===== src/rtl/muldiv_arbiter.sv =====
// Two-lane arbiter in front of one shared multi-cycle HI/LO unit (MULT/MULTU/DIV/DIVU).
// Optional build macro MULDIV_EARLY_OUT_EN: divides with |dividend| < |divisor| finish in one cycle.
module muldiv_arbiter #(
    parameter int DATA_W      = 32,
    parameter int MUL_LATENCY = 3,
    parameter int TAG_W       = 5
) (
    input  logic                   clk,
    input  logic                   rst,
    input  logic                   flash,
    input  logic [1:0]             req_valid,
    input  logic [1:0][1:0]        req_op,
    input  logic [1:0][DATA_W-1:0] req_num1,
    input  logic [1:0][DATA_W-1:0] req_num2,
    input  logic [1:0][TAG_W-1:0]  req_tag,
    output logic [1:0]             grant,
    output logic                   busy,
    output logic                   resp_valid,
    input  logic                   resp_ready,
    output logic [DATA_W-1:0]      resp_hi,
    output logic [DATA_W-1:0]      resp_lo,
    output logic [TAG_W-1:0]       resp_tag,
    output logic                   resp_lane
);
    localparam int CNT_MAX = (DATA_W > MUL_LATENCY) ? DATA_W : MUL_LATENCY;
    localparam int CNT_W   = $clog2(CNT_MAX) + 1;
    localparam logic [CNT_W-1:0] MUL_LOAD = CNT_W'((MUL_LATENCY >= 2) ? MUL_LATENCY - 2 : 0);
    localparam logic [CNT_W-1:0] DIV_LOAD = CNT_W'(DATA_W - 1);

    typedef enum logic [1:0] {S_IDLE, S_MUL, S_DIV, S_DONE} state_t;

    state_t state, state_nxt;
    logic [CNT_W-1:0]  cnt;
    logic [DATA_W-1:0] op_a, op_b;
    logic              op_signed;
    logic [DATA_W-1:0] div_rem, div_quo, div_dvs;
    logic              q_neg, r_neg;

    logic              idle, accept, sel;
    logic [1:0]        sel_op;
    logic [DATA_W-1:0] sel_a, sel_b, a_mag, b_mag;
    logic [TAG_W-1:0]  sel_tag;
    logic              sel_signed, a_neg, b_neg, div_zero, early;

    assign idle     = (state == S_IDLE);
    assign grant[0] = req_valid[0] & idle & ~flash;
    assign grant[1] = req_valid[1] & ~req_valid[0] & idle & ~flash;
    assign accept   = |grant;
    assign sel      = grant[1];
    assign busy     = ~idle;
    assign resp_valid = (state == S_DONE);

    assign sel_op     = req_op[sel];
    assign sel_a      = req_num1[sel];
    assign sel_b      = req_num2[sel];
    assign sel_tag    = req_tag[sel];
    assign sel_signed = ~sel_op[0];
    assign a_neg      = sel_signed & sel_a[DATA_W-1];
    assign b_neg      = sel_signed & sel_b[DATA_W-1];
    assign a_mag      = a_neg ? -sel_a : sel_a;
    assign b_mag      = b_neg ? -sel_b : sel_b;
    assign div_zero   = (sel_b == '0);
`ifdef MULDIV_EARLY_OUT_EN
    assign early = (a_mag < b_mag);
`else
    assign early = 1'b0;
`endif

    // In IDLE the multiplier sees the live request so a 1-cycle latency build can finish at accept.
    logic [DATA_W-1:0]   mul_a, mul_b;
    logic                mul_signed;
    logic [2*DATA_W-1:0] ext_a, ext_b, prod;
    assign mul_a      = idle ? sel_a : op_a;
    assign mul_b      = idle ? sel_b : op_b;
    assign mul_signed = idle ? sel_signed : op_signed;
    assign ext_a      = {{DATA_W{mul_signed & mul_a[DATA_W-1]}}, mul_a};
    assign ext_b      = {{DATA_W{mul_signed & mul_b[DATA_W-1]}}, mul_b};
    assign prod       = ext_a * ext_b;

    logic [DATA_W:0]   rem_shift, trial;
    logic [DATA_W-1:0] step_rem, step_quo, fix_rem, fix_quo;
    logic              take;
    assign rem_shift = {div_rem, div_quo[DATA_W-1]};
    assign trial     = rem_shift - {1'b0, div_dvs};
    assign take      = ~trial[DATA_W];
    assign step_rem  = take ? trial[DATA_W-1:0] : rem_shift[DATA_W-1:0];
    assign step_quo  = {div_quo[DATA_W-2:0], take};
    assign fix_quo   = q_neg ? -step_quo : step_quo;
    assign fix_rem   = r_neg ? -step_rem : step_rem;

    always_ff @(posedge clk or posedge rst) begin
        if (rst) state <= S_IDLE;
        else     state <= state_nxt;
    end

    always_comb begin
        state_nxt = state;
        case (state)
            S_IDLE: if (accept) begin
                if (sel_op[1]) state_nxt = (div_zero || early) ? S_DONE : S_DIV;
                else           state_nxt = (MUL_LATENCY <= 1) ? S_DONE : S_MUL;
            end
            S_MUL:  if (cnt == '0) state_nxt = S_DONE;
            S_DIV:  if (cnt == '0) state_nxt = S_DONE;
            S_DONE: if (resp_ready) state_nxt = S_IDLE;
            default: state_nxt = S_IDLE;
        endcase
        if (flash) state_nxt = S_IDLE;
    end

    always_ff @(posedge clk or posedge rst) begin
        if (rst) begin
            cnt <= '0; op_a <= '0; op_b <= '0; op_signed <= 1'b0;
            div_rem <= '0; div_quo <= '0; div_dvs <= '0; q_neg <= 1'b0; r_neg <= 1'b0;
            resp_hi <= '0; resp_lo <= '0; resp_tag <= '0; resp_lane <= 1'b0;
        end else if (flash) begin
            cnt <= '0;
        end else begin
            case (state)
                S_IDLE: if (accept) begin
                    op_a      <= sel_a;
                    op_b      <= sel_b;
                    op_signed <= sel_signed;
                    resp_tag  <= sel_tag;
                    resp_lane <= sel;
                    div_rem   <= '0;
                    div_quo   <= a_mag;
                    div_dvs   <= b_mag;
                    q_neg     <= a_neg ^ b_neg;
                    r_neg     <= a_neg;
                    cnt       <= sel_op[1] ? DIV_LOAD : MUL_LOAD;
                    if (sel_op[1] && div_zero) begin
                        resp_lo <= '1;
                        resp_hi <= sel_a;
                    end else if (sel_op[1] && early) begin
                        resp_lo <= '0;
                        resp_hi <= sel_a;
                    end else if (!sel_op[1] && MUL_LATENCY <= 1) begin
                        {resp_hi, resp_lo} <= prod;
                    end
                end
                S_MUL: begin
                    if (cnt == '0) {resp_hi, resp_lo} <= prod;
                    else           cnt <= cnt - 1'b1;
                end
                S_DIV: begin
                    // Last shift/subtract step and sign fixup share the edge into DONE.
                    div_rem <= step_rem;
                    div_quo <= step_quo;
                    if (cnt == '0) begin
                        resp_hi <= fix_rem;
                        resp_lo <= fix_quo;
                    end else begin
                        cnt <= cnt - 1'b1;
                    end
                end
                default: ;
            endcase
        end
    end
endmodule


===== config.mk =====
export PLATFORM = sky130hd
export DESIGN_NAME = muldiv_arbiter
export DESIGN_NICKNAME = d
export VERILOG_FILES = /design/src/rtl/muldiv_arbiter.sv
export SDC_FILE = /design/constraint.sdc
export NUM_CORES = 2
export LEC_CHECK = 0
export ABC_AREA = 1
export BUFFER_PORTS_ARGS = -buffer_cell sky130_fd_sc_hd__buf_4
export CAP_MARGIN = 20
export CORE_UTILIZATION = 58
export DETAILED_ROUTE_END_ITERATION = 6
export GPL_ROUTABILITY_DRIVEN = 1
export PLACE_DENSITY = 0.78
export SYNTH_ARGS = -nofsm -noshare
export SYNTH_HDL_FRONTEND = slang
export SYNTH_SLANG_ARGS = --single-unit

===== constraint.sdc =====
create_clock -name clk -period 17.7 [get_ports clk]
set_clock_uncertainty 0.1 [all_clocks]
set_input_delay 0.885 -clock clk [delete_from_list [all_inputs] [get_ports clk]]
set_output_delay 0.885 -clock clk [all_outputs]
set_load 0.05 [all_outputs]

Word level (Yosys, flattened, before mapping)

Index checks and enable logic that the tools add are counted.

$add $sub $neg: 6
Multiply operators: 1
Divide/modulo/power cells: 0
Magnitude comparators: 1
Equal/unequal tests: 11
Shift-type cells: 0
Multiplexer cells: 42
Bitwise logic cells: 15
Reduce and logical (&&, ||, !) cells: 14

Operator list:

| kind                  | count |
|---|---|
| $mux W32              | 21 |
| $pmux W32 S3          | 2 |
| $neg A32 Y32          | 4 |
| $pmux W32 S2          | 2 |
| $mul A33 B33 Y64      | 1 |
| $sub A33 B32 Y33      | 1 |
| $logic_not A32 Y1     | 1 |
| $mux W6               | 3 |
| $mux W5               | 3 |
| $mux W2               | 7 |
| $pmux W6 S2           | 1 |
| $reduce_and A3 Y1     | 4 |
| $and A1 B1 Y1         | 9 |
| $logic_not A6 Y1      | 1 |
| $ne A3 B2 Y1 const B  | 2 |
| $pmux W2 S3           | 1 |
| $reduce_and A6 Y1     | 1 |
| $reduce_bool A3 Y1    | 2 |
| $sub A6 B1 Y6 const B | 1 |
| $not A1 Y1            | 5 |
| $eq A2 B2 Y1 const B  | 2 |
| $ne A2 B1 Y1 const B  | 2 |
| $ne A2 B2 Y1 const B  | 2 |
| $reduce_or A2 Y1      | 2 |
| other kinds (9)       | 10 |

Register bits after elaboration: 241
Bits in latches: 0
Memory bits (writable): 0
ROM bits: 0
Input port bits: 148
Output and inout port bits: 74
Memories: 0

Longest topological paths before layout

Word-level depth: 12
Mapped depth: 50

Least setup slack after synthesis

OpenSTA, ideal clock, no wires.

Path kind: input to register
From: input port req_valid[1]
To: register resp_hi[28]
Setup time: 0.066 ns
Arrival: 9.423 ns
Slack: 8.112 ns
Cell stages on the path: 41
Path buffers: 5
Path through: inv_1 -> nor2_1 -> nand2_4 -> buf_6 -> buf_6 -> buf_2 -> o21ai_0 -> nand2_1 -> o21ai_0 -> clkbuf_1 -> clkbuf_1 -> nand2_1 -> nor2_1 -> fa_1 -> fa_1 -> fa_1 -> fa_1 -> inv_1 -> (+5 left out) -> fa_1 -> inv_1 -> ha_1 -> a21oi_1 -> inv_1 -> a31oi_1 -> o21ai_0 -> a221oi_1 -> nand3_1 -> nand2_1 -> nand3_1 -> nand2_1 -> nand2_1 -> o21ai_0 -> inv_1 -> nand2_1 -> nand2_1 -> nand2_1

Cells in the longest elaborated chain, start to end: 11
Elaborated cells between the ends (all ways): 26
Classes of those cells: 1 x mul; 2 x eq/ne; 13 x mux; 6 x bitwise; 4 x reduce/logical

Ends and longest elaborated chain:

| item                                        | RTL line | source |
|---|---|---|
| start, declared                             | 11       | `input logic [1:0] req_valid,` |
| $and A1 B1 Y1 * (3 in series)               | 47       | `assign grant[1] = req_valid[1] & ~req_valid[0] & idle & ~flash;` |
| $mux W2 (implied by the code) (2 in series) | 53       | `assign sel_op = req_op[sel];` |
| $not A1 Y1                                  | 57       | `assign sel_signed = ~sel_op[0];` |
| $mux W1                                     | 75       | `assign mul_signed = idle ? sel_signed : op_signed;` |
| $and A1 B1 Y1 (on tied branches)            | 76, 77   |  |
| $mul A33 B33 Y64                            | 78       | `assign prod = ext_a * ext_b;` |
| $mux W32                                    | 143      | `if (cnt == '0) {resp_hi, resp_lo} <= prod;` |
| $pmux W32 S3                                | 119      | `case (state)` |
| end signal, assigned                        | 139      | `{resp_hi, resp_lo} <= prod;` |
| end signal, assigned                        | 143      |  |
| end signal, assigned                        | 151      | `resp_hi <= fix_rem;` |
| end, declared                               | 20       | `output logic [DATA_W-1:0] resp_hi,` |

Every way passes the cells marked *; elsewhere a longest branch is shown, timed or not. The select of a mux whose other input is x is not followed.
A chain may end at the register's enable or synchronous reset.

Final worst setup path

From: register state[0]
To: register resp_hi[24]

Cells in the longest elaborated chain, start to end: 11
Elaborated cells between the ends (all ways): 33
Classes of those cells: 1 x mul; 6 x eq/ne; 13 x mux; 7 x bitwise; 6 x reduce/logical

Ends and longest elaborated chain:

| item                                        | RTL line | source |
|---|---|---|
| start, declared                             | 32       | `state_t state, state_nxt;` |
| start signal, assigned                      | 93       | `else state <= state_nxt;` |
| $logic_not A2 Y1                            | 45, 119  |  |
| $and A1 B1 Y1 (2 in series)                 | 47       |  |
| $mux W2 (implied by the code) (2 in series) | 53       |  |
| $not A1 Y1                                  | 57       |  |
| $mux W1                                     | 75       |  |
| $and A1 B1 Y1 (on tied branches)            | 76, 77   |  |
| $mul A33 B33 Y64                            | 78       |  |
| $mux W32                                    | 143      |  |
| $pmux W32 S3                                | 119      |  |

Parallel ways exist; a longest one is shown, timed or not. The select of a mux whose other input is x is not followed.

==> impl_metrics.ini <==
[status]
status = finished, final reports clean

[synth]
ys_top_cells_by_area = fa_1, nand2_1, inv_1, dfrtp_1, ha_1
synth_ff_type = dfrtp_1
synth_edf_count = 0
yosysSeqAreaShare_pct = 10.7
yosys_warnings = 0
yosysMostFrequentCell = nand2_1
syn_nets = 8862
synth.ff_latch_count = 240
synth_top_area_share_pct = 40.3
synth-async-reset-ratio_pct = 100
yosys.cell_types.count = 53
synth.avg_cell_area_um2 = 7.62
syn_area_um2 = 55900
synth_common_cells = nand2_1, inv_1, fa_1
synthCells = 7334
yosysTopAreaCell = fa_1

[setup_path]
critPathLaunch = state[0]
worstPathRequired_ps = 18110
reg2reg_to = resp_hi[24]
critPathLaunchType = flop
worstPathMaxFanout = 93
endpoint_kind = flop
reg2reg_from = state[0]
critical_path_class = reg -> reg
cp_slowest_stage_delay_ps = 1020
cp-endpoint = resp_hi[24]
arrival_ps = 14100
slowest_stage = fa_1
regToRegSetupSlack_ps = 4010
r2r_cells = 41

[die]
coreArea_um2 = 95300
start_util_pct = 58.6
num_rows = 113
dieArea_um2 = 97600
design.portCount = 222
die_width_um = 312
die_y_um = 312

[timing]
rsz0062_at_grt = false
finalCriticalPeriod_ps = 13690
final.setup.tns_ps = 0
hold_violations = 0
slew-limit-headroom_pct = 15.8
finalSetupViolCount = 0
slew_violations = 0
max_freq_ghz = 0.0730
fin_crit_sh_pct = 77.4
tightestPinTransition_ps = 1250

[final_layout]
final_cells = 8690
final_nets = 8926
drive_gt1_share_pct = 6.78
syn_to_final_growth_pct = 7.39

[detailed_routing]
vias_per_cell = 5.94
wl_mm = 208
drt-initial-drc-count = 6024
ant_nets = 0
vias = 51600
drc_errors = 0
avgRoutedWirePerCell_um = 23.9
dr.pass1.iters = 7

[global_route]
track_usage_pct = 43.5
antenna_found_initial = 4
grt_remaining_overflow = 0
grt_pass1_wl_mm = 318
grt_max_degree = 109
first_global_vias = 52400

[cts]
clkSinkCount = 240
root_buffer = clkbuf_16
cts_tree = yes
htreeDepth = 1
cts.repair.resized = 0
cts_hold_buf = 0
clk_pin_slew_ps = 60
cts_setup_buffers = 0
cts.path.max_buffers = 3
clk_latency_ps = 620
cts_buffers = 31

[place]
placed_cells = 8628
hpwl_mm = 166
finalWeightedCongestion = 1.07
io_buffer_count = 221

[job]
drv_cap = 0

[min_path]
hold_path.class = in -> async
==> critical path: cells and delay by family, from the launching register on <==
family                   cells  cell delay, ps
buffers and inverters       11            2950
adder cells (fa/ha/maj)     10            5720
AO/OA/AOI/OAI                6             970
flip-flops                   1             390
AND/OR/NAND/NOR             14            3300
==> per-layer routing <==
metal / wire length [µm] / vias to the layer above / GRT usage [%]
met5: 39 / - / 0.145
met4: 13400 / 6 / 21.2
met3: 30200 / 729 / 14.2
met2: 86700 / 3697 / 62.8
met1: 77500 / 25200 / 59.2
li1: - / 22000 / -
==> metrics by stage <==
step                      area (µm²)  utilization, %  hold slack [ps]  setup WS (ps)
after floorplan                55900               -              345           8110
after global placement         58900            61.8              358           4360
after detailed placement       58900            61.8              366           4220
after CTS                      60000            62.9              380           4180
after global routing           60000            63.0              395           3390
final                          60000            63.0              311           4010
==> cell usage in the layout (no fill, tap or decap), types with 19 or more instances in the layout <==
master / instances
a21o_1: 19
a21oi_1: 218
a31oi_1: 34
buf_4: 322
clkbuf_16: 31
dfrtp_1: 240
fa_1: 1126
ha_1: 253
inv_1: 1641
nand2_1: 1699
nand3_1: 234
nand4_1: 47
nor2_1: 767
nor3_1: 32
o211ai_1: 30
o21ai_0: 315
o21ai_1: 52
o21ai_2: 42
o22ai_1: 49
xnor2_1: 20
xor2_1: 30
==> how the worst min path moves through the flow <==
| stage | cells after the start | to | slack, ps | from |
|---|---|---|---|---|
| finish | 2 | div_dvs[16] | 310 | rst |
| global route | 2 | div_dvs[16] | 400 | rst |
| CTS | 2 | resp_lane | 380 | resp_lane |
| detailed placement | 2 | resp_lane | 370 | resp_lane |
| global placement | 2 | resp_lane | 360 | resp_lane |
| floorplan | 2 | op_a[30] | 350 | op_a[30] |
==> cell families after synthesis <==
| kind of cell | synth area share (%) |
|---|---|
| fa+ha+maj | 46.0 |
| buf+inv | 13.4 |
| simple gates | 20.5 |
| xor+xnor | 0.784 |
| compound gates | 8.55 |
| mux | 0.0246 |
| flops | 10.7 |
==> registers in the layout (all words and copies together), names as in the netlist <==
| signal | count |
|---|---|
| cnt | 6 |
| resp_tag | 5 |
| op_b | 32 |
| resp_lane | 1 |
| r_neg | 1 |
| op_signed | 1 |
| op_a | 32 |
| div_dvs | 31 |
| div_rem | 32 |
| resp_lo | 32 |
| resp_hi | 32 |
| div_quo | 32 |
| q_neg | 1 |
| state | 2 |
==> area by class of cell <==
| type | count | area [µm²] |
|---|---|---|
| sequential | 240 | 6010 |
| clock inverter | 16 | 211 |
| tap | 1265 | 1580 |
| inverter | 1673 | 6290 |
| multi-input combinational | 5128 | 42600 |
| fill | 8474 | 35300 |
| clock buffer | 42 | 867 |
| timing repair buffer | 324 | 2450 |
| antenna | 2 | 5.00 |
Power is not shown: default switching activity piles up to over one toggle a cycle in this logic, so the estimate is an artifact.
